### src/rtl/flap_position_sequencer.sv
// Flap position sequencer.
// Two requesters share the flap indicator. Manual requests have fixed priority
// over auto requests. The block mirrors the indicator position and issues
// forward-only step pulses, spaced by a mechanical settle interval.
module flap_position_sequencer #(
    parameter int unsigned STEP_CYCLES = 25_000_000
) (
    input  logic       clk,
    input  logic       async_nreset,
    input  logic       manual_valid,
    input  logic [1:0] manual_target,
    output logic       manual_ready,
    input  logic       auto_valid,
    input  logic [1:0] auto_target,
    output logic       auto_ready,
    output logic       change_position_re,
    output logic [1:0] position,
    output logic       busy,
    output logic       done,
    output logic       err,
    output logic       last_src
);

    localparam int unsigned      CNT_W    = $clog2(STEP_CYCLES);
    localparam logic [CNT_W-1:0] GAP_LOAD = CNT_W'(STEP_CYCLES - 1);
    localparam logic [1:0]       POS_DOWN = 2'd2;
    localparam logic [1:0]       POS_BAD  = 2'd3;

    typedef enum logic [2:0] {
        S_IDLE,
        S_PULSE,
        S_GAP,
        S_FINISH,
        S_REJECT
    } state_t;

    state_t           state, state_next;
    logic [1:0]       remaining, remaining_next;
    logic [CNT_W-1:0] count, count_next;
    logic [1:0]       position_next;
    logic             last_src_next;

    logic             manual_accept;
    logic             auto_accept;
    logic             accept;
    logic [1:0]       req_target;
    logic [1:0]       req_steps;

    // Forward steps needed to go from 'from' to 'target' on the 3-position ring.
    function automatic logic [1:0] steps_to(input logic [1:0] target,
                                            input logic [1:0] from);
        logic [2:0] diff;
        diff = {1'b0, target} + 3'd3 - {1'b0, from};
        if (diff >= 3'd3) begin
            diff = diff - 3'd3;
        end
        return diff[1:0];
    endfunction

    assign manual_ready  = (state == S_IDLE);
    assign auto_ready    = (state == S_IDLE) & ~manual_valid;
    assign manual_accept = manual_valid & manual_ready;
    assign auto_accept   = auto_valid & auto_ready;
    assign accept        = manual_accept | auto_accept;
    assign req_target    = manual_accept ? manual_target : auto_target;
    assign req_steps     = steps_to(req_target, position);

    // Next-state logic: arbitration, step sequencing and the settle countdown.
    always_comb begin
        // NOTE: every variable gets a default before the case, so no path leaves one unassigned and no latch is inferred.
        state_next     = state;
        remaining_next = remaining;
        count_next     = count;
        position_next  = position;
        last_src_next  = last_src;
        case (state)
            S_IDLE: begin
                if (accept) begin
                    last_src_next = auto_accept;
                    if (req_target == POS_BAD) begin
                        state_next = S_REJECT;
                    end else if (req_steps == 2'd0) begin
                        state_next = S_FINISH;
                    end else begin
                        state_next     = S_PULSE;
                        remaining_next = req_steps;
                    end
                end
            end
            S_PULSE: begin
                position_next  = (position == POS_DOWN) ? 2'd0 : position + 2'd1;
                remaining_next = remaining - 2'd1;
                count_next     = GAP_LOAD;
                state_next     = S_GAP;
            end
            S_GAP: begin
                if (count == CNT_W'(1)) begin
                    state_next = (remaining != 2'd0) ? S_PULSE : S_FINISH;
                end else begin
                    count_next = count - 1'b1;
                end
            end
            S_FINISH: state_next = S_IDLE;
            S_REJECT: state_next = S_IDLE;
            default:  state_next = S_IDLE;
        endcase
    end

    // State and datapath registers. Outputs are decoded from the next state so that each output comes straight from a flop.
    always_ff @(posedge clk or negedge async_nreset) begin
        if (!async_nreset) begin
            state              <= S_IDLE;
            remaining          <= 2'd0;
            count              <= '0;
            position           <= 2'd0;
            last_src           <= 1'b0;
            change_position_re <= 1'b0;
            busy               <= 1'b0;
            done               <= 1'b0;
            err                <= 1'b0;
        end else begin
            // NOTE: non-blocking assignments make every register sample the pre-edge values, which matches the flops being built.
            state              <= state_next;
            remaining          <= remaining_next;
            count              <= count_next;
            position           <= position_next;
            last_src           <= last_src_next;
            change_position_re <= (state_next == S_PULSE);
            busy               <= (state_next != S_IDLE);
            done               <= (state_next == S_FINISH);
            err                <= (state_next == S_REJECT);
        end
    end

endmodule

### config.mk
export PLATFORM = sky130hd
export DESIGN_NAME = flap_position_sequencer
export DESIGN_NICKNAME = d
export VERILOG_FILES = /design/src/rtl/flap_position_sequencer.sv
export SDC_FILE = /design/constraint.sdc
export NUM_CORES = 1
export LEC_CHECK = 0
export ABC_AREA = 1
export BUFFER_PORTS_ARGS = -buffer_cell sky130_fd_sc_hd__clkbuf_2
export CAP_MARGIN = 20
export CORE_MARGIN = 2
export CORE_UTILIZATION = 46
export CTS_BUF_LIST = sky130_fd_sc_hd__clkbuf_8
export DETAILED_ROUTE_END_ITERATION = 10
export SKIP_LAST_GASP = 1
export SYNTH_ARGS = -nofsm -noshare
export SYNTH_HDL_FRONTEND = slang
export SYNTH_SLANG_ARGS = --single-unit
### constraint.sdc
create_clock -name clk -period 6.4 [get_ports clk]
set_input_delay 0.64 -clock clk [delete_from_list [all_inputs] [get_ports clk]]
set_output_delay 0.64 -clock clk [all_outputs]
set_load 0.01 [all_outputs]
==> results of run 1 <==
where the power goes:
group | switching (mW) | internal (mW) | total, mW
logic | 0.536 | 0.265 | 0.801
clock network | 0.0860 | 0.155 | 0.241
registers | 0.0920 | 0.329 | 0.421
total | 0.714 | 0.748 | 1.46
state kept, by name, indices dropped and copies added (netlist names):
signal,count
change_position_re,1
position,2
remaining,2
count,25
done,1
last_src,1
busy,1
state,3
err,1
cell families after synthesis:
group           count (synthesis)  share of synthesized area
simple gates                  198                      0.371
buf+inv                        45                     0.0788
flops                          37                      0.371
compound gates                 36                      0.117
xor+xnor                        8                     0.0281
fa+ha+maj                       6                     0.0331
layer usage:
metal / track usage / vias up
met5: 0 / -
met3: 0.0395 / 12
li1: - / 1107
met2: 0.368 / 41
met4: 0.0714 / 0
met1: 0.266 / 1007
metrics by stage:
step	util	setup slack (ns)	hold WS [ns]
floorplan	-	3.83	0.344
detailed placement	0.507	3.38	0.472
CTS	0.533	3.56	0.491
global route	0.533	3.31	0.540
finish	0.533	3.58	0.479
global placement	0.507	3.55	0.477
area by class of cell:
class | count | area [um2]
fill | 500 | 2420
clock inverter | 3 | 65.1
timing repair buffer | 16 | 80.1
inverter | 41 | 158
clock buffer | 5 | 68.8
tap | 70 | 87.6
sequential | 37 | 926
multi-input combinational | 248 | 1370
cells in the mapped netlist:
cell type	number	share of area
inv_1	37	0.056
clkinv_2	1	0.0020
o21bai_1	1	0.0030
buf_6	3	0.014
nand2_1	87	0.13
ha_1	5	0.025
dfrtp_1	37	0.37
nor2_1	47	0.071
nand3_2	2	0.0080
inv_2	2	0.0030
nand3b_1	1	0.0030
nand2_4	3	0.014
buf_2	1	0.0020
o22ai_1	1	0.0025
nor2_2	7	0.018
xnor2_1	4	0.014
a21oi_1	3	0.0060
o21ai_2	20	0.070
fa_1	1	0.0080
o21ai_0	8	0.016
xor2_1	4	0.014
o21ai_1	1	0.0020
nand3_4	1	0.0070
nand3_1	26	0.052
nand4_1	16	0.040
nor2_4	4	0.018
inv_4	1	0.0025
nand2_2	4	0.010
o31ai_4	2	0.017
worst paths after layout:
kind                                    from            to  slack [ns]  cells after the start
min in group clk                remaining[1]  remaining[1]        0.49                      2
worst max register to register      state[1]          done        3.58                     17
worst min-delay path            async_nreset     count[18]        0.48                      1
worst max-delay path                state[1]          done        3.58                     17
max in group asynchronous       async_nreset     count[15]        5.32                      1
worst min register to register  remaining[1]  remaining[1]        0.49                      2
==> results.txt, run 1 <==
In the detailed route, the total length drawn on met3 is 202 um. The count of buffers from port buffering was 16; the static leakage was 1.33 nW. The tools report the number of global-route vias before repair as 2,227.

The tools report the max-cap violation count as 0. The detailed router placed 2,167 vias in this run. Via density per instance: 5.16. Traced cell by cell, the critical path runs through nor2_4 -> nand4_1 -> nand2_1 -> ha_1 -> inv_1 -> fa_1 -> inv_1 -> ha_1 -> nor2_1 -> nand2_1 -> nand2_1 -> nand2_1 -> nor2_1 -> nand3_1 -> nand2_1 -> nand2_1 -> nor2_1. Setup repair after global routing left no endpoint under its margin. The first detailed-routing pass took 4 iterations.

17 I/O pins were placed. The number of nets in the synthesized netlist is 344. VDD sags by at most 0.276 mV.

The arrival time of data at the critical path endpoint was 3.04 ns. The post-placement cell count is 412. The final layout contains routed wiring with a total length of 5.60 mm.

Global routing finished with a remaining overflow of 0. In this run the power density over the cells is 531 nW/um2. In the layout the commonest cells are nand2_1 (87), nor2_1 (47), inv_1 (37), dfrtp_1 (37), nand3_1 (26). Excluding fillers, the count of instances in the completed layout stands at 420.

Together, buffers and inverters on the worst path number 2. For the final count of pins violating max slew, the log shows 0. The flow ran to the end, and the final reports show no timing, DRC or antenna violations. Entering global routing, the biggest net connects 38 pins. The post-synthesis cell count was 330; the clock transition at the register clock pins on the worst setup and hold paths after CTS was 0.08 ns.

The tools report the type of destination of the critical path as a flop. The clock root buffer master is clkbuf_8. Hold violation count in the final report: 0. Effective utilization at floorplan: 0.482. The core box area came out at 5170 um2.

For the insertion delay to the later sink of the worst-skew pair, the log shows 0.29 ns. The first routing iteration left 118 violations. In this run, synthesis produced a sequential element count of 37.

The class of the most critical hold timing path is primary input to asynchronous set/reset pin. After routing the design area is 2760 um2. The detailed-route DRC error count is 0, and the area of the mapped netlist is 2490 um2. A synthesized cell averages 7.55 um2.

In the final design database the tool counted 363 nets. The vertical die dimension was 77.6 um. Total of warnings raised by yosys: 0. The library cell used most frequently in the layout, excluding fill and tap cells, is nand2_1. CTS built an H-tree with a depth of 2. The part of the cycle the worst path needs is 0.441. The placed instances occupy a cell area of 2620 um2. Wire segments on met2 add up to 2.85 mm in the final route.

The share of post-route cells with drive strength above 1 is 0.203, and the highest attainable clock frequency is 354 MHz. The critical-path maximum fanout is 5. The global-route total usage across every layer is 0.213, and the register area share after synthesis is 0.371. The die is 77.6 um wide. The wire length on met1 was 2.45 mm. The slowest stage of the critical path is the fa_1 cell. The final-layout setup total negative slack is 0 ns. STA classifies the critical path startpoint as a flop. In this run the post-CTS setup repair buffer count came out at 0. The slew at the pin with the worst max-slew slack was 0.950 ns; the final clock skew was 0.00786 ns.

In this run the deepest clock path goes through 2 buffers. The number of core rows came out at 26. The number of antenna diodes in the final layout is 0. The worst setup path is of the flop to flop kind. Placer congestion estimate: 0.838.

For the worst setup path, the data required time is 6.62 ns. The run gives 0 as the number of antenna violations at the first check in global routing. The detail-routed net length per standard cell was 13.3 um; the overall die area was 6020 um2. The count of nets left with antenna violations once routing finished came out at 0. The max-slew headroom at the worst pin is 0.367. The count of hold buffers inserted by post-cts repair is 0. The time the final worst path needs with I/O delays and setup works out to 2.82 ns. The uppermost signal routing layer after detailed routing is met4.

Compared with the post-synthesis result, the final layout area differs by 10.5%. For the first-pass GRT wire length, the log shows 10.3 mm. The number of distinct library cells after synthesis is 29.

The wire-length estimate of the detail-placed layout is 4.20 mm. TritonCTS built the clock tree. The largest delay contributor family on the critical path was simple AND/OR/NAND/NOR gates. The number of sinks on the clock net is 37, and the final-report setup violation count is 0. The total power after layout is 1.46 mW.

TritonCTS created 5 clock buffers. The post-CTS resize count is 0. Critical path's most frequent cell: nand2_1.

The delay of the slowest cell on the worst path is 0.49 ns.
Note: power is estimated with default switching activity, not from simulation.
==> run 2, diff against run 1 <==
- PLACE_DENSITY: default -> 0.66
- clock period: 6.4 -> 2.5 ns (I/O delays scaled with it)
==> run 2 against run 1 <==
Against the previous run: sequential power grew to 2.6 times the previous value; die area stayed put; sequential share of layout area is 1.7 points lower; clock skew is 0.00067 ns lower; fmax is 14% higher; global-route usage is 1.2 points lower; total power grew to 2.8 times the previous value; core utilization is 3.0 points higher; setup slack worse by 3.6 ns; hold slack worse by 0.32 ns; combinational power grew to 3.1 times the previous value.
==> results.txt, run 2 (same netlist as run 1, synthesis figures left out) <==
The flow ran to the end, and the final reports show no timing, DRC or antenna violations. Post-placement cell count: 424. The number of antenna violations at the first check in global routing was 0. The area added between synthesis and finish was 16.7%; the final clock skew was 0.00720 ns. The slew at the pin with the worst max-slew slack came out at 0.324 ns. The region available for standard cell placement spans 5170 um2.

Timing would allow up to 404 MHz. The wire-length estimate of the detail-placed layout is 4.17 mm. For this design, the slowest cell found on the critical path is fa_1. The first-pass GRT wire length came out at 9.68 mm.

The die width was 77.6 um. The clock root buffer master is clkbuf_8. The share of post-route cells with drive strength above 1 was 0.276; the number of buffers on the longest clock path was 2.

The flip-flop count of the largest register after layout is 25, and the number of sinks on the clock net is 37. The placed cell area is 2710 um2. In the final layout, the registers with the most flip-flops are count: 25 flops, state: 3 flops. The total power divided by cell area was 1390 nW/um2.

In this design, the stage delay of the slowest critical-path cell is 0.50 ns. The tools report the total wire length after detailed routing as 5.58 mm. In this run the number of H-tree levels came out at 2. The via density per instance was 5.03; the total power after layout was 4.04 mW. The hold violation count in the final report was 0; the max-slew headroom at the worst pin was 0.783. Type of destination of the critical path: a flop. For the antenna cell count, the log shows 0. The class of the most critical hold timing path is primary input to flop.

The final count of pins violating max slew was 0; the vertical die dimension was 77.6 um. The critical-path maximum fanout is 4. Setup repair after global routing could not meet its margin everywhere. Traced cell by cell, the critical path runs through nor2_4 -> nand4_1 -> nand2_1 -> ha_2 -> inv_2 -> fa_1 -> inv_2 -> ha_4 -> nor2_4 -> nand2_1 -> nand2_1 -> nand2_2 -> nor2_4 -> nand3_2 -> nand2_2 -> buf_4 -> nor2_1.

The congestion estimate from routability-driven global placement came to 0.909. Once routing completed, OpenROAD measured the worst setup slack at 0.0237 ns. At the worst endpoint, the required time is 2.70 ns. In the routed design, unresolved DRC markers number 0.

Setup violations remaining at the end of the flow were counted as 0. The class of the most critical setup path was flop to flop. The first detailed-routing pass took 5 iterations.

In the final routed layout, each cell accounts on average for 12.8 um. The register bank with the most flops was count. After clock tree synthesis, the clock-pin slew on the worst setup and hold paths is 0.09 ns. The final layout contains 379 nets.

The clock reaches the later pin of the worst-skew pair after 0.30 ns. Summed over all failing endpoints, the final setup total negative slack is 0 ns. STA puts the critical path data arrival time at 2.68 ns. The effective utilization at floorplan is 0.482. The clock period could shrink to 2.48 ns. In the layout the commonest cells are nand2_1 (83), nor2_1 (44), dfrtp_1 (36). TritonCTS built the clock tree. The routed layout has 2,192 vias. The global-route total usage across every layer was 0.201. The number of core rows is 26. The largest vdd supply drop came out at 0.672 mV.

Across all hold checks on the routed design, the worst slack comes to 0.162 ns. The final standard cell utilization of the core came out at 0.562. The aggregate global routing overflow came out at 0. Part of the cycle the worst path needs: 0.991. Commonest non-fill, non-tap cell in the layout: nand2_1. Pin placement for this block handled 17 I/O pins.

The worst setup path is launched from a flop. Once detail routing completed, the nets flagged for antenna violations numbered 0. The logs give 111 for the DRC violation total after the first TritonRoute iteration and 5 for the clock buffer count from CTS.

Entering global routing, the biggest net connects 38 pins. The tools report the number of global-route vias before repair as 2,107. After routing the design area is 2910 um2.

The count of buffers from port buffering is 16, and the static leakage is 1.40 nW. Once layout is complete, the cells apart from fillers number 436. Before CTS, the worst setup slack after placement is -0.152 ns. The floorplan step defined a die boundary enclosing 6020 um2. The tool flagged a number of max-cap violations equal to 0.
[run 2: what timing repair did]
action,4_1_cts,5_1_grt
pin swaps,7,2
endpoints found under the hold margin,0,7
setup endpoints to repair,6,6
resized for setup,11,11
hold buffers,0,1
setup buffers,1,1
[run 2: report_power, final]
| part | total, mW | internal, mW | switching (mW) |
|---|---|---|---|
| clock | 0.446 | 0.198 | 0.248 |
| combinational | 2.52 | 0.966 | 1.55 |
| sequential | 1.08 | 0.843 | 0.235 |
[run 2: routing by layer]
metal | track usage | vias to the layer above | share of wire
met5 | 0 | - | 0
met4 | 0.0661 | 0 | 0.014
met3 | 0.0384 | 9 | 0.056
met2 | 0.319 | 44 | 0.45
met1 | 0.275 | 1002 | 0.48
li1 | - | 1137 | -
[run 2: layout make-up]
type                    count  area [um2]
clock buffers               5        68.8
clock inverters             3        21.3
fillers                   485        2260
inverters                  41         158
multi-input cells         248        1430
flip-flops and latches     37         927
well taps                  70        87.6
repair buffers             32         215
[run 2: path summary, 6_finish.rpt]
path                       depth (start not counted)  slack [ns]                 end          from
max                                               17        0.02  change_position_re      state[2]
min                                                3        0.16            last_src    auto_valid
max reg2reg                                       17        0.02  change_position_re      state[2]
min reg2reg                                        2        0.49        remaining[1]  remaining[1]
max in group asynchronous                          3        1.70            state[1]  async_nreset
min in group asynchronous                          2        0.34           count[22]  async_nreset
[run 2: critical path: cells and delay by family (launching register included)]
kind	cells	cell delay [ns]
and+or+nand+nor	11	0.91
adders and majority gates	3	0.83
buffers and inverters	3	0.20
DFF	1	0.41
==> run 3, diff against run 2 <==
- CORE_UTILIZATION: 46 -> 55
- PLACE_DENSITY: 0.66 -> 0.76
==> run 3 against run 2 <==
Against the previous run: the run now ends with setup timing left; wire length down 0.77%; non-clock buffer count down 4; sequential power about the same; design area down 0.82%; cell count down 5.0%; sequential cell count unchanged; core utilization up 10 points; hold slack worse by 0.074 ns; critical path type unchanged.
==> results.txt, run 3 (same netlist as run 1, synthesis figures left out) <==
Traced cell by cell, the critical path runs through nor2_4 -> nand4_1 -> nand2_1 -> ha_1 -> inv_1 -> fa_1 -> inv_2 -> ha_4 -> nor2_4 -> nand2_2 -> nand2_2 -> nand2_4 -> nor2_4 -> nand3_2 -> nand2_2 -> nand2_4 -> nor2_2. The max-cap violation count is 0. The DRC violation total after the first TritonRoute iteration was 191; the die width was 71.3 um. The core box area was 4350 um2; the time the final worst path needs with I/O delays and setup was 2.52 ns.

For the number of global-route vias before repair, the log shows 2,137. Setup repair after global routing could not meet its margin everywhere. Routability-driven placement finished with a final weighted congestion of 0.939. After detailed routing, the average wire length per cell comes to 13.4 um. The register with the most flip-flops in the layout has 25 of them.

The part of the cycle the worst path needs works out to 1.01. The number of hold buffers added after CTS was 0. The first global-routing pass estimated 9.62 mm of wire. Class of the most critical setup path: flop to flop. The global-route total usage across every layer is 0.238, and the number of nets with antenna violations after detailed routing is 0.

Via density per instance: 5.47. Setup violations remaining at the end of the flow were counted as 3. The maximum number of pins on one net before global-route repair was 38; the detailed-route via count was 2,265. Compared with the post-synthesis result, the final layout area differs by 15.8%. The count of buffers added on input and output ports is 16. TritonCTS built the clock tree.

The arrival time of data at the critical path endpoint was 2.76 ns. Type of destination of the critical path: a flop. The logs give 2 for the H-tree depth and 3.99 mm for the detailed placement HPWL. For this design, the sink count on the clock tree is 37. The tools report the post-layout instance count excluding filler cells as 414. The tools report the highest attainable clock frequency as 397 MHz. The critical-path maximum fanout is 4, and the top-level port count is 17. The run gives 375 as the number of nets in the layout. The number of antenna violations at the first check in global routing came out at 0. The design draws 4.20 mW. The run gives 0 as the aggregate global routing overflow. Post-placement cell count: 404.

Together, buffers and inverters on the worst path number 2. The final reports fail on setup timing. Clock tree synthesis selected as its root buffer the cell clkbuf_8. The number of antenna diodes in the final layout is 0. STA classifies the critical path startpoint as a flop. Max-slew headroom at the worst pin: 0.365. For the static leakage, the log shows 1.40 nW.

The tools report the effective utilization at floorplan as 0.572. The clock transition at the register clock pins on the worst setup and hold paths after CTS was 0.08 ns; the overall die area was 5090 um2. The clock passes through at most 2 buffers.

The run gives 0.947 mV as the largest vdd supply drop. Among all stages on the critical path, the largest delay is contributed by fa_1. Detailed-route DRC error count: 0. The delay of the slowest cell on the worst path is 0.54 ns. Commonest non-fill, non-tap cell in the layout: nand2_1. The final standard cell utilization of the core was 0.663.

The top cell types in the final layout, fill and taps aside, are nand2_1 (82), nor2_1 (44), inv_1 (36), dfrtp_1 (36), nand3_1 (25). At the later pin of the worst-skew pair, clock insertion delay measures 0.30 ns. For the final count of pins violating max slew, the log shows 0. The share of post-route cells with drive strength above 1 is 0.265, and the final clock skew is 0.00855 ns. The hold violation count in the final report is 0. In the final layout, the registers with the most flip-flops are count: 25 flops, state: 3 flops.

For the pin with the worst max-slew slack, the measured transition is 0.952 ns. The largest delay contributor family on the critical path was simple AND/OR/NAND/NOR gates. The vertical die dimension is 71.3 um.

The register with the most flip-flops in the final layout is count. The first TritonRoute pass finished after 6 iterations. The run finished, with violations left.

In this run the worst hold path is classified as primary input to asynchronous set/reset pin. The number of core rows is 24, and the worst setup slack after layout is -0.0173 ns. The total power divided by cell area is 1460 nW/um2. The logs give 5.54 mm for the total wire length after detailed routing and 5 for the clock buffer count from CTS. Data on the critical path is required at its endpoint by 2.74 ns.
[run 3: metal layers]
metal | global-route usage | vias to the layer above | part of all wire
met4 | 0.0797 | 0 | 0.016
met2 | 0.416 | 57 | 0.51
met3 | 0.0450 | 8 | 0.046
met1 | 0.295 | 1071 | 0.43
li1 | - | 1129 | -
met5 | 0 | - | 0
[run 3: cell type report]
type	count	area, um2
multi-input combinational	248	1430
inverter	41	158
clock buffer	5	68.8
timing repair buffer	28	170
fill	392	1470
sequential	37	927
clock inverter	3	65.1
tap	52	65.1
[run 3: repair_timing]
action,4_1_cts,5_1_grt
buffers inserted,1,1
gates resized for setup,10,10
endpoints found under the setup margin,6,6
pin swaps,5,4
gates cloned,0,0
[run 3: final timing paths]
path	slack [ns]	end	cells past startpoint	from
hold reg to reg	0.48	remaining[1]	2	remaining[1]
min in group clk	0.18	last_src	3	auto_valid
setup / recovery	-0.02	done	17	state[2]
max in group asynchronous	1.77	state[1]	1	async_nreset
setup reg to reg	-0.02	done	17	state[2]
hold / removal	0.09	count[9]	1	async_nreset
[run 3: metrics by stage]
| stage | instance area [um2] | setup TNS [ns] | hold WS, ns | setup WS (ns) |
|---|---|---|---|---|
| floorplan | 2490 | 0 | -0.0456 | 0.0177 |
| global placement | 2670 | -0.214 | 0.439 | -0.0788 |
| detailed placement | 2670 | -0.746 | 0.444 | -0.192 |
| CTS | 2840 | -0.00693 | 0.121 | -0.00693 |
| global route | 2890 | -0.998 | 0.174 | -0.197 |
| finish | 2890 | -0.0380 | 0.0875 | -0.0173 |
[run 3: power breakdown]
| group | switching [mW] | leakage, nW | internal [mW] | total, mW |
|---|---|---|---|---|
| combinational | 1.57 | 0.878 | 0.936 | 2.51 |
| sequential | 0.224 | 0.453 | 0.843 | 1.07 |
| clock | 0.230 | 0.0681 | 0.397 | 0.627 |
[run 3: worst register-to-register path, stage by stage, from the launching register on]
cell and delay [ns]:
dfrtp_1 0.41, nor2_4 0.16, nand4_1 0.09, nand2_1 0.09, ha_1 0.14, inv_1 0.05, fa_1 0.54, inv_2 0.07
ha_4 0.17, nor2_4 0.12, nand2_2 0.07, nand2_2 0.08, nand2_4 0.06, nor2_4 0.10, nand3_2 0.08, nand2_2 0.10
nand2_4 0.06, nor2_2 0.08
